===== src/rtl/jtag_tap_ctrl.sv =====
// TAP controller for the memory BIST engine: 16-state TAP FSM, 4-bit IR,
// IDCODE / signature / address-range / bypass data chains, negedge TDO.
module jtag_tap_ctrl #(
   parameter logic [31:0] IDCODE_VAL = 32'h1BE5_7001,
   parameter logic [3:0]  IR_RESET   = 4'b0001
) (
   input  logic        clk,
   input  logic        rst_n,
   input  logic        tms,
   input  logic        tdi,
   output logic        tdo,
   output logic        tdo_en,
   input  logic [13:0] signature,
   output logic        runbist_en,
   output logic        idle_en,
   output logic [7:0]  start_addr,
   output logic [7:0]  end_addr
);

   typedef enum logic [3:0] {
      TLR, RTI,
      SEL_DR, CAP_DR, SH_DR, EX1_DR, PAU_DR, EX2_DR, UPD_DR,
      SEL_IR, CAP_IR, SH_IR, EX1_IR, PAU_IR, EX2_IR, UPD_IR
   } tap_state_e;

   localparam logic [3:0] OP_IDCODE     = 4'b0001;
   localparam logic [3:0] OP_SIG_READ   = 4'b0011;
   localparam logic [3:0] OP_ADDR_RANGE = 4'b0101;
   localparam logic [3:0] OP_RUNBIST    = 4'b0111;

   tap_state_e  state_q, state_d;
   logic [3:0]  ir_q, ir_d;
   logic [3:0]  ir_sr_q, ir_sr_d;
   logic [31:0] id_sr_q, id_sr_d;
   logic [13:0] sig_sr_q, sig_sr_d;
   logic [15:0] addr_sr_q, addr_sr_d;
   logic        byp_q, byp_d;
   logic [7:0]  start_q, start_d;
   logic [7:0]  end_q, end_d;
   logic        tdo_q, tdo_d;
   logic        tdo_en_q, tdo_en_d;

   logic sel_id, sel_sig, sel_addr;
   assign sel_id   = (ir_q == OP_IDCODE);
   assign sel_sig  = (ir_q == OP_SIG_READ);
   assign sel_addr = (ir_q == OP_ADDR_RANGE);

   always_ff @(posedge clk or negedge rst_n) begin
      if (!rst_n) begin
         state_q   <= TLR;
         ir_q      <= IR_RESET;
         ir_sr_q   <= '0;
         id_sr_q   <= '0;
         sig_sr_q  <= '0;
         addr_sr_q <= '0;
         byp_q     <= 1'b0;
         start_q   <= 8'h00;
         end_q     <= 8'hFF;
      end else begin
         state_q   <= state_d;
         ir_q      <= ir_d;
         ir_sr_q   <= ir_sr_d;
         id_sr_q   <= id_sr_d;
         sig_sr_q  <= sig_sr_d;
         addr_sr_q <= addr_sr_d;
         byp_q     <= byp_d;
         start_q   <= start_d;
         end_q     <= end_d;
      end
   end

   always_comb begin
      state_d = state_q;
      unique case (state_q)
         TLR:    state_d = tms ? TLR    : RTI;
         RTI:    state_d = tms ? SEL_DR : RTI;
         SEL_DR: state_d = tms ? SEL_IR : CAP_DR;
         CAP_DR: state_d = tms ? EX1_DR : SH_DR;
         SH_DR:  state_d = tms ? EX1_DR : SH_DR;
         EX1_DR: state_d = tms ? UPD_DR : PAU_DR;
         PAU_DR: state_d = tms ? EX2_DR : PAU_DR;
         EX2_DR: state_d = tms ? UPD_DR : SH_DR;
         UPD_DR: state_d = tms ? SEL_DR : RTI;
         SEL_IR: state_d = tms ? TLR    : CAP_IR;
         CAP_IR: state_d = tms ? EX1_IR : SH_IR;
         SH_IR:  state_d = tms ? EX1_IR : SH_IR;
         EX1_IR: state_d = tms ? UPD_IR : PAU_IR;
         PAU_IR: state_d = tms ? EX2_IR : PAU_IR;
         EX2_IR: state_d = tms ? UPD_IR : SH_IR;
         UPD_IR: state_d = tms ? SEL_DR : RTI;
         default: state_d = TLR;
      endcase
   end

   // Only the chain selected by the current IR captures, shifts or updates.
   always_comb begin
      ir_d      = ir_q;
      ir_sr_d   = ir_sr_q;
      id_sr_d   = id_sr_q;
      sig_sr_d  = sig_sr_q;
      addr_sr_d = addr_sr_q;
      byp_d     = byp_q;
      start_d   = start_q;
      end_d     = end_q;
      case (state_q)
         TLR:    ir_d    = IR_RESET;
         CAP_IR: ir_sr_d = 4'b0001;
         SH_IR:  ir_sr_d = {tdi, ir_sr_q[3:1]};
         UPD_IR: ir_d    = ir_sr_q;
         CAP_DR: begin
            if (sel_id)        id_sr_d   = IDCODE_VAL;
            else if (sel_sig)  sig_sr_d  = signature;
            else if (sel_addr) addr_sr_d = {end_q, start_q};
            else               byp_d     = 1'b0;
         end
         SH_DR: begin
            if (sel_id)        id_sr_d   = {tdi, id_sr_q[31:1]};
            else if (sel_sig)  sig_sr_d  = {tdi, sig_sr_q[13:1]};
            else if (sel_addr) addr_sr_d = {tdi, addr_sr_q[15:1]};
            else               byp_d     = tdi;
         end
         UPD_DR: begin
            if (sel_addr) begin
               start_d = addr_sr_q[7:0];
               end_d   = addr_sr_q[15:8];
            end
         end
         default: ;
      endcase
   end

   always_comb begin
      tdo_d    = 1'b0;
      tdo_en_d = 1'b0;
      if (state_q == SH_IR) begin
         tdo_d    = ir_sr_q[0];
         tdo_en_d = 1'b1;
      end else if (state_q == SH_DR) begin
         tdo_en_d = 1'b1;
         if (sel_id)        tdo_d = id_sr_q[0];
         else if (sel_sig)  tdo_d = sig_sr_q[0];
         else if (sel_addr) tdo_d = addr_sr_q[0];
         else               tdo_d = byp_q;
      end
   end

   always_ff @(negedge clk or negedge rst_n) begin
      if (!rst_n) begin
         tdo_q    <= 1'b0;
         tdo_en_q <= 1'b0;
      end else begin
         tdo_q    <= tdo_d;
         tdo_en_q <= tdo_en_d;
      end
   end

   assign tdo        = tdo_q;
   assign tdo_en     = tdo_en_q;
   assign runbist_en = (ir_q == OP_RUNBIST);
   assign idle_en    = (state_q == RTI);
   assign start_addr = start_q;
   assign end_addr   = end_q;

endmodule


===== config.mk =====
export PLATFORM = sky130hd
export DESIGN_NAME = jtag_tap_ctrl
export DESIGN_NICKNAME = d
export VERILOG_FILES = /design/src/rtl/jtag_tap_ctrl.sv
export SDC_FILE = /design/constraint.sdc
export NUM_CORES = 1
export LEC_CHECK = 0
export ABC_AREA = 1
export CAP_MARGIN = 0
export CORE_MARGIN = 4
export CORE_UTILIZATION = 35
export DETAILED_ROUTE_END_ITERATION = 12
export SLEW_MARGIN = 20
export SYNTH_ARGS = -nofsm -noshare
export SYNTH_HDL_FRONTEND = slang
export SYNTH_SLANG_ARGS = --single-unit

===== constraint.sdc =====
create_clock -name clk -period 1.3 [get_ports clk]
set_input_delay 0.13 -clock clk [delete_from_list [all_inputs] [get_ports clk]]
set_output_delay 0.13 -clock clk [all_outputs]
set_load 0.02 [all_outputs]

---- Word-level counts from Yosys, hierarchy flattened ----
Index checks and enable logic that the tools add are counted.
cells by class
  eq/ne operators ......................... 31
  muxes and demuxes ....................... 44
  reduce and logical (&&, ||, !) cells .... 12
operators by type and width
  operator                                                                count
  16-bit 2-to-1 mux                                                       6
  32-bit 2-to-1 mux                                                       2
  32-bit one-hot mux with 2 select lines                                  1
  14-bit 2-to-1 mux                                                       4
  4-bit one-hot mux with 12 select lines                                  1
  4-bit equality test (second input constant)                             8
  16-bit one-hot mux with 2 select lines                                  1
  14-bit one-hot mux with 2 select lines                                  1
  4-bit by 3-bit equality test with 1-bit output (second input constant)  6
  2-bit inequality test (second input constant)                           12
  1-bit 2-to-1 mux                                                        16
  4-bit 2-to-1 mux                                                        4
  4-bit one-hot mux with 2 select lines                                   2
  7-bit AND reduction                                                     2
  4-bit by 2-bit equality test with 1-bit output (second input constant)  3
  4-bit by 1-bit equality test with 1-bit output (second input constant)  2
  2-bit 2-to-1 mux                                                        3
  3-bit 2-to-1 mux                                                        2
  2-bit nonzero test                                                      3
  5-bit AND reduction                                                     1
  4-bit zero test                                                         1
  2-bit OR reduction                                                      2
  3-bit AND reduction                                                     1
  3-bit OR reduction                                                      1
  other kinds (2)                                                         2
word-level totals
  register bits ........................... 93
  input bits .............................. 18
  output and inout port bits .............. 20
  word-level logic and storage cells ...... 98

---- Depth between registers and ports, before layout ----
Gate-level depths: netlist of the first run.
  word-level depth ........................ 6
  mapped depth ............................ 9
  gate-level depth less buffers ........... 8

==> results of run 1 <==
[cell families (layout without fill, tap and decap cells)]
group,count (synthesis),after routing,share of synthesized area
buffers and inverters,86,199,0.0870
AO/OA/AOI/OAI,82,82,0.102
flip-flops,93,93,0.557
AND/OR/NAND/NOR,270,270,0.255
[cell type report]
class,count,share of cell area
inverter,65,0.0402
clock inverter,5,0.0131
clock buffer,11,0.0381
timing repair buffer,118,0.208
tap,143,0.0281
multi-input combinational,352,0.306
sequential,93,0.367
[state kept, by name, summed over array words and instances, names as in the netlist]
| register | count |
|---|---|
| id_sr_q | 32 |
| addr_sr_q | 16 |
| sig_sr_q | 14 |
| end_addr | 8 |
| start_addr | 8 |
| ir_q | 4 |
| ir_sr_q | 4 |
| state_q | 4 |
| byp_q | 1 |
| tdo | 1 |
| tdo_en | 1 |
[final timing paths]
path                            slack, ps          end   startpoint  depth (start not counted)
worst max-delay path                 -500          tdo      ir_q[0]                          7
worst min register to register        480  id_sr_q[13]  id_sr_q[14]                          2
min in group clk                      430        byp_q          tdi                          3
worst min-delay path                  350  id_sr_q[13]        rst_n                          3
worst max register to register       -500          tdo      ir_q[0]                          7
max in group asynchronous             490       tdo_en        rst_n                          2
[stage by stage]
step           area, um2  total power [mW]  TNS (ps)  hold WS (ps)  cells
6_report            6380              11.6    -23360           353    787
3_3_place_gp        5050              6.58    -23370           182    741
2_1_floorplan       4220              5.53     -2310          -166    531
5_1_grt             6380              12.3    -30130           395    787
4_1_cts             6050              10.9    -23430           368    780
3_5_place_dp        5050              6.67    -25380           188    741
[power breakdown]
group	switching [mW]	internal [mW]
clock	1.12	1.74
combinational	2.47	2.41
sequential	0.385	3.45
[timing repair]
item | 4_1_cts | 5_1_grt
buffers inserted | 16 | 8
pin swaps | 21 | 25
cloned | 8 | 2
endpoints found under the hold margin | 82 | 0
gates resized for setup | 168 | 92
setup endpoints to repair | 104 | 100
hold buffers | 1 | 0
[layer usage]
layer  track usage  part of all wire  vias up
li1              -                 -     1872
met1         0.198              0.45     1825
met2         0.276              0.50       71
met3        0.0399             0.036       16
met4        0.0440             0.013        0
met5             0                 0        -
[worst min-delay path: cells and delay by family]
kind	cells	cell delay [ps]
buf+inv	3	930
[layout by cell type (no fill, tap or decap), types with 3 or more instances in the layout]
cell             netlist  routed
nand2_1              219     158
dfrtp_1               82      80
inv_1                 62      56
nand2_2                5      47
o21ai_1               45      43
buf_4                  4      37
buf_6                  2      28
nand3_1               22      19
clkdlybuf4s50_1        0      16
nand2_4                0      15
o21ai_2                0      13
o21ai_0               24      12
clkbuf_16              0      11
nor2_1                19      10
nor2_4                 1       9
dfstp_2                9       9
buf_2                 10       8
dlygate4sd2_1          0       8
inv_2                  3       7
buf_12                 0       7
buf_16                 0       5
nor2_2                 3       4
o22ai_1                8       4
nand2_8                0       4
o22ai_2                0       4
buf_8                  0       4
a21oi_1                3       3
==> metrics.txt, run 1 <==
status=complete, but fails checks; failing checks=negative setup slack; CP arrival=1350 ps; 1st-iter DRT viols=164; Initial Utilization=0.363; area grow syn2layout=51.9%; Routed Wire Length=10900 um; DP Worst Slack=-490 ps; Crit path max-delay family=flip-flops; Crit path largest cell delay=570 ps; Synth async-reset ratio=1.00; count of different cell masters after synthesis=22; #FFs+latches synth=93; top post-synthesis cells by area=dfrtp_1 49%, nand2_1 20%, dfstp_2 5.6%; Vias=3784; peak supply drop=0.000848 V; top_reg_cell synth=dfrtp_1; fraction of layout cells with a size suffix above 1=0.354; biggest area consumer among synthesized cells=dfrtp_1; slowest CP cell=dfstp_2; max-slew violation count=0; vias in the first global route=3905; antenna violations before repair=0; skew final=11.0 ps; sequential cell area=2340 um2; pin count of the biggest net entering global routing=38; CP required=840 ps; mean post-synth cell area=7.91 um2; H-tree depth=3; Clk pin slew, worst setup/hold paths=70 ps; Post-Syn Nets=549; Pwr Density=1820 nW/um2; Mapped Cells=531; Boundary Pins=38; number of flops mapped to enable cells by yosys=0; Worst setup EP type=flip-flop; CP Launch Type=flip-flop; Rel. slew slack=0.683; port bufs=37; first-pass GRT wire length=18200 um; core area=11600 um2; post-route ant nets=0; die area=13800 um2; crit path buf inv count=1; fin util=0.552; GRT Util Overall=0.159; count leader, synth=nand2_1; Pre-antenna DRT Iters=4; DR WL/cell=13.8 um; hpwl dp=6360 um; FILL cells=1004; clk sinks=93; Final WS setup=-505 ps; pin slew with the least headroom to its limit=475 ps; RSZ-0062 raised after global routing=yes; final setup vio count=92; Hold Crit Class=in2async; maximum capacitance violations=0; Fin. Hold Viols=0; leakage component of the power=3.12 nW; GP Congestion=0.793; GRT Residual Overflow=0; Yosys top cell area share=0.489; Seq/Total Area, Yosys=0.557; n_diodes=0; CTS tree=yes; Crit Path Max Fanout=3; YS warnings=0; ordered cell list for the critical path=nand2_2 -> inv_2 -> nand2_2 -> nand3_2 -> nand3_2 -> nand2_1 -> nand2_1; clk root buf=clkbuf_16; Inserted Clock Buffers=9; Post-synth top cells=219 x nand2_1, 82 x dfrtp_1, 62 x inv_1; DRC violations left=0; # nets final=657; vias per cell=4.81; Post-Syn Area=4200 um2; CTS Buffer Depth=2; crit path kind=reg2reg; Worst-Skew Late Latency=340 ps; die width=118 um; Rows=39; multi-input logic area=1950 um2; Die H=118 um
Note: power is estimated with default switching activity, not from simulation.
==> run 2: changes to the inputs <==
--- a/config.mk
+++ b/config.mk
@@ -5,11 +5,11 @@
 export SDC_FILE = /design/constraint.sdc
 export NUM_CORES = 1
 export LEC_CHECK = 0
-export ABC_AREA = 1
 export CAP_MARGIN = 0
 export CORE_MARGIN = 4
 export CORE_UTILIZATION = 35
 export DETAILED_ROUTE_END_ITERATION = 12
+export SKIP_CTS_REPAIR_TIMING = 1
 export SLEW_MARGIN = 20
 export SYNTH_ARGS = -nofsm -noshare
 export SYNTH_HDL_FRONTEND = slang
==> metrics.txt, run 2 <==
Reg power frac=0.366 (+0.035); die area=13200 um2 (-4.2%); Synth Area in Adders=0 (unchanged); dpl cells=572 (-23%); Hold Crit Class=in2reg; antenna violations before repair=0 (unchanged); FILL cells=967 (-3.7%); Met3 Wirelength=333 um (-14%); die width=115 um (-2.1%); count leader, synth=dfrtp_1; DRC violations left=0 (unchanged); Final WS setup=-681 ps (-176 ps); Worst-Skew Late Latency=350 ps (about the same); Rel. slew slack=0.795 (+0.111); hold slack=348 ps (-5.42 ps); total internal power=8.30 mW (+9.2%); Largest Register=id_sr_q; Clk pin slew, worst setup/hold paths=70 ps (about the same); compound-gate portion of the synthesized area=0.180 (+0.0780); switching share of power=0.346 (+0.00210); Inserted Clock Buffers=9 (unchanged); Hold Crit Start=signature[9]; count of different cell masters after synthesis=44 (+100%); Top Metal Used=met4; clk root buf=clkbuf_16; Metal-1 WL=4780 um (-2.1%); Post-DP Area=4840 um2 (-4.1%); Seq/Total Area, Yosys=0.583 (+0.0260); Fin. Hold Viols=0 (unchanged); Mapped Cells=382 (-28%); Post-Syn Nets=400 (-27%); final setup vio count=91 (-1.1%); first-pass GRT wire length=14900 um (-18%); area grow syn2layout=45.8%; peak supply drop=0.00128 V (+51%); Pwr Density=2170 nW/um2 (+19%); CP Launch Type=flip-flop; number of flops mapped to enable cells by yosys=0 (unchanged); Worst setup startpoint=ir_q[0]; pin count of the biggest net entering global routing=57 (+50%); R2R Setup Slk=-680 ps (-180 ps); final cell count without fillers=613 (-22%); post-route cell area=5850 um2 (-8.3%); top_reg_cell synth=dfrtp_1; largest family of logic cells by synthesized area=compound AO/OA/AOI/OAI gates; CP required=840 ps (about the same); top post-synthesis cells by area=dfrtp_1 51%, nand2_1 6.8%, dfstp_2 5.9%; r2r startpoint=ir_q[0]; commonest non-fill, non-tap cell in the layout=dfrtp_1; leakage component of the power=2.71 nW (-13%); Synth Area in Simple Gates=0.149 (-0.106); 1st-iter DRT viols=187 (+14%); failing checks=negative setup slack; skew final=7.47 ps (-3.50 ps); vias per cell=5.18 (+7.8%); Clk pwr share=0.227 (-0.020); Largest regs=id_sr_q (32), addr_sr_q (16), sig_sr_q (14); most frequent cells in the layout=79 x dfrtp_1, 68 x nand2_1, 36 x buf_4, 30 x a31oi_1, 21 x nor2_2; Post-Syn Area=4010 um2 (-4.5%); post-route ant nets=0 (unchanged); fin util=0.531 (-0.0210); CP arrival=1520 ps (+170 ps); Synth Area in XOR/XNOR=0.00218 (+0.00218); biggest area consumer among synthesized cells=dfrtp_1; post-synthesis mux area share=0.0474 (+0.0474); Yosys top cell area share=0.511 (+0.0228); Largest register FFs=32 (unchanged); CTS Buffer Depth=2 (unchanged); max-slew violation count=0 (unchanged); vias in the first global route=3062 (-22%); Boundary Pins=38 (unchanged); Rows=38 (-2.6%); RSZ-0062 raised after global routing=yes; maximum capacitance violations=0 (unchanged); sw power=4.38 mW (+10%); combinational power share=0.407 (-0.015); clk sinks=93 (unchanged); Initial Utilization=0.364 (+0.000577); pin slew with the least headroom to its limit=308 ps (-167 ps); GRT Util Overall=0.142 (-0.0174); DR WL/cell=16.7 um (+20%); GRT Residual Overflow=0 (unchanged); # nets final=486 (-26%); mean post-synth cell area=10.5 um2 (+33%); Crit Path Max Fanout=3 (unchanged); Synth async-reset ratio=1.00 (unchanged); Routed Wire Length=10200 um (-6.3%); fraction of layout cells with a size suffix above 1=0.381 (+0.0265); H-tree depth=3 (unchanged); core area=11000 um2 (-4.6%); hpwl dp=5800 um (-8.9%); YS warnings=0 (unchanged); Die H=115 um (-2.1%); status=complete, but fails checks; Worst setup EP type=flip-flop; CTS tree=yes; GP Congestion=0.789 (-0.43%); crit path kind=reg2reg; met2 WL post-DR=4980 um (-9.1%); Post-synth top cells=82 x dfrtp_1, 73 x nand2_1, 41 x nor2_1; DP Worst Slack=-689 ps (-199 ps); n_diodes=0 (unchanged); Vias=3178 (-16%); Pre-antenna DRT Iters=4 (unchanged); port bufs=37 (unchanged); #FFs+latches synth=93 (unchanged)
==> run 2: cell count changes in the layout (fill, tap and decap cells not counted), moves of 12 or more <==
cell	previous run	this run
nor2_2	4	21
inv_1	56	5
nand2_1	158	68
a22o_1	0	18
nand3_1	19	2
o22a_1	0	13
mux2_2	0	16
nand2_4	15	1
a31oi_1	0	30
nand2_2	47	2
dlymetal6s2s_1	0	15
o21ai_1	43	4
buf_6	28	16
==> run 2: cells by family after synthesis <==
group | Yosys count
compound gates | 99
xor+xnor | 1
buf+inv | 32
flops | 93
mux | 17
simple gates | 140
==> run 2: power groups by stage <==
stage          Sequential, mW  Clock [mW]  Combinational (mW)
4_1_cts                  4.49        2.96                3.91
6_report                 4.64        2.89                5.16
3_3_place_gp             4.51           0                3.77
5_1_grt                  4.76        3.08                5.59
3_5_place_dp             4.52           0                3.88
2_1_floorplan            4.49           0                2.59
==> run 2: final timing paths <==
check                              end  depth (start not counted)
min in group asynchronous  id_sr_q[31]                          3
max in group asynchronous       tdo_en                          2
hold / removal             sig_sr_q[9]                          3
setup / recovery                   tdo                          4
setup reg to reg                   tdo                          4
hold reg to reg            id_sr_q[13]                          1
==> run 2: per-layer routing <==
layer | up-vias | track usage
li1 | 1521 | -
met1 | 1604 | 0.191
met2 | 42 | 0.223
met3 | 11 | 0.0400
met4 | 0 | 0.0438
met5 | - | 0
==> run 2: cell type report <==
type / count / area, um2 / area share
flip-flops and latches: 93 / 2340 / 0.400
multi-input cells: 258 / 1840 / 0.314
repair buffers: 101 / 1140 / 0.195
clock buffers: 9 / 225 / 0.0385
well taps: 140 / 175 / 0.0299
clock inverters: 7 / 108 / 0.0184
inverters: 5 / 18.8 / 0.00321
==> run 2: stage by stage <==
stage,power (mW),setup TNS [ps]
floorplan,7.08,-31780
global placement,8.28,-39200
detailed placement,8.41,-41110
CTS,11.4,-48210
global route,13.4,-49220
finish,12.7,-44790
==> run 2: worst max-delay path, cell delays in order, from the launching register on <==
cell and delay, ps:
dfstp_2 530, nand2b_1 80, or3_4 340, o21ai_2 140, o21ai_1 80
==> run 3: changes to the inputs <==
--- a/config.mk
+++ b/config.mk
@@ -6,9 +6,13 @@
 export NUM_CORES = 1
 export LEC_CHECK = 0
 export CAP_MARGIN = 0
+export CELL_PAD_IN_SITES_DETAIL_PLACEMENT = 1
+export CELL_PAD_IN_SITES_GLOBAL_PLACEMENT = 1
 export CORE_MARGIN = 4
 export CORE_UTILIZATION = 35
 export DETAILED_ROUTE_END_ITERATION = 12
+export DONT_BUFFER_PORTS = 1
+export PLACE_DENSITY_LB_ADDON = 0.1
 export SKIP_CTS_REPAIR_TIMING = 1
 export SLEW_MARGIN = 20
 export SYNTH_ARGS = -nofsm -noshare
==> metrics.txt, run 3 (synthesis gave the netlist of run 2 again) <==
crit path kind=reg2reg; Crit path max-delay family=flip-flops; vias per cell=5.22 (+0.73%); Worst setup EP type=flip-flop; setup TNS=-38840 ps (+5940 ps); DRC violations left=0 (unchanged); pin count of the biggest net entering global routing=94 (+65%); Crit path largest cell delay=540 ps (about the same); area grow syn2layout=37.2%; CP Launch Type=flip-flop; CP required=830 ps (about the same); Largest register FFs=32 (unchanged); hold slack=-514 ps (-861 ps); leakage component of the power=2.31 nW (-15%); CTS tree=yes; ordered cell list for the critical path=nand2b_1 -> or3_4 -> o21ai_1 -> o21ai_1; GRT Util Overall=0.150 (+0.00872); # nets final=463 (-4.7%); DP Worst Slack=-650 ps (+38.9 ps); 1st-iter DRT viols=164 (-12%); port bufs=0 (-100%); Rel. slew slack=0.785 (-0.00948); die area=13200 um2 (unchanged); Die H=115 um (unchanged); GRT Residual Overflow=0 (unchanged); Largest Register=id_sr_q; Rows=38 (unchanged); first-pass GRT wire length=15800 um (+6.0%); dpl cells=535 (-6.5%); maximum capacitance violations=0 (unchanged); FILL cells=1171 (+21%); final cell count without fillers=590 (-3.8%); sequential cell area=2340 um2 (unchanged); R2R Setup Slk=-650 ps (+30 ps); Inserted Clock Buffers=9 (unchanged); CP arrival=1480 ps (-40 ps); Final WS setup=-647 ps (+33.8 ps); final setup vio count=88 (-3.3%); Crit Path Max Fanout=3 (unchanged); vias in the first global route=2958 (-3.4%); DR WL/cell=17.4 um (+4.6%); failing checks=negative hold slack, negative setup slack; Clk pin slew, worst setup/hold paths=60 ps (about the same); Pwr Density=2290 nW/um2 (+5.7%); die width=115 um (unchanged); H-tree depth=3 (unchanged); status=complete, but fails checks; peak supply drop=0.000692 V (-46%); Worst-Skew Late Latency=340 ps (about the same); Pwr Total=12.6 mW (-0.52%); fraction of layout cells with a size suffix above 1=0.351 (-0.0294); Routed Wire Length=10300 um (+0.71%); RSZ-0062 raised after global routing=yes; n_diodes=0 (unchanged); skew final=9.12 ps (+1.65 ps); post-route ant nets=0 (unchanged); CTS Buffer Depth=2 (unchanged); Crit path top cell by count=o21ai_1; post-route cell area=5510 um2 (-5.9%); Vias=3081 (-3.1%); most frequent cells in the layout=79 x dfrtp_1, 67 x nand2_1, 33 x buf_4, 29 x a31oi_1, 21 x nor2_1; Pre-antenna DRT Iters=4 (unchanged); hpwl dp=6100 um (+5.1%); max-slew violation count=0 (unchanged); fin util=0.499 (-0.0313); slowest CP cell=dfstp_2; Largest regs=id_sr_q (32), addr_sr_q (16), sig_sr_q (14); Boundary Pins=38 (unchanged); multi-input logic area=1800 um2 (-2.2%); Hold Crit Class=in2async; antenna violations before repair=0 (unchanged); core area=11000 um2 (unchanged); clk root buf=clkbuf_16; Post-DP Area=4450 um2 (-8.1%); clk sinks=93 (unchanged); commonest non-fill, non-tap cell in the layout=dfrtp_1; Fin. Hold Viols=91 (+91); GP Congestion=0.754 (-4.5%); crit path buf inv count=0 (unchanged); pin slew with the least headroom to its limit=322 ps (+14.2 ps); Initial Utilization=0.364 (unchanged)
-- run 3: changes by cell type in the layout (fill, tap and decap cells not counted), sizes merged --
cell / before / now
clkdlybuf4s50: 16 / 0
inv: 7 / 5
buf: 61 / 59
dlygate4sd3: 1 / 15
clkinvlp: 1 / 0
clkinv: 2 / 1
dlymetal6s2s: 15 / 0
-- run 3: final timing paths --
path,startpoint,end,cells after the start
worst min register to register,id_sr_q[28],id_sr_q[28],1
worst max-delay path,ir_q[0],tdo,4
worst min-delay path,rst_n,addr_sr_q[9],0
worst max register to register,ir_q[0],tdo,4
max in group asynchronous,rst_n,tdo,0
min in group clk,tms,state_q[3],2
-- run 3: metal layers --
metal,up-vias,GRT usage,part of all wire
met1,1555,0.214,0.48
met5,-,0,0
met2,36,0.225,0.48
li1,1479,-,-
met3,11,0.0332,0.030
met4,0,0.0563,0.015
-- run 3: power by group --
group,switching [mW],internal (mW)
logic,2.37,2.71
registers,0.844,3.88
clock network,1.08,1.74
-- run 3: final cells by class --
cell class | count | share of cell area
Clock inverter | 3 | 0.0125
Multi-Input combinational cell | 258 | 0.327
Timing Repair Buffer | 78 | 0.154
Sequential cell | 93 | 0.425
Tap cell | 140 | 0.0318
Clock buffer | 13 | 0.0454
Inverter | 5 | 0.00386
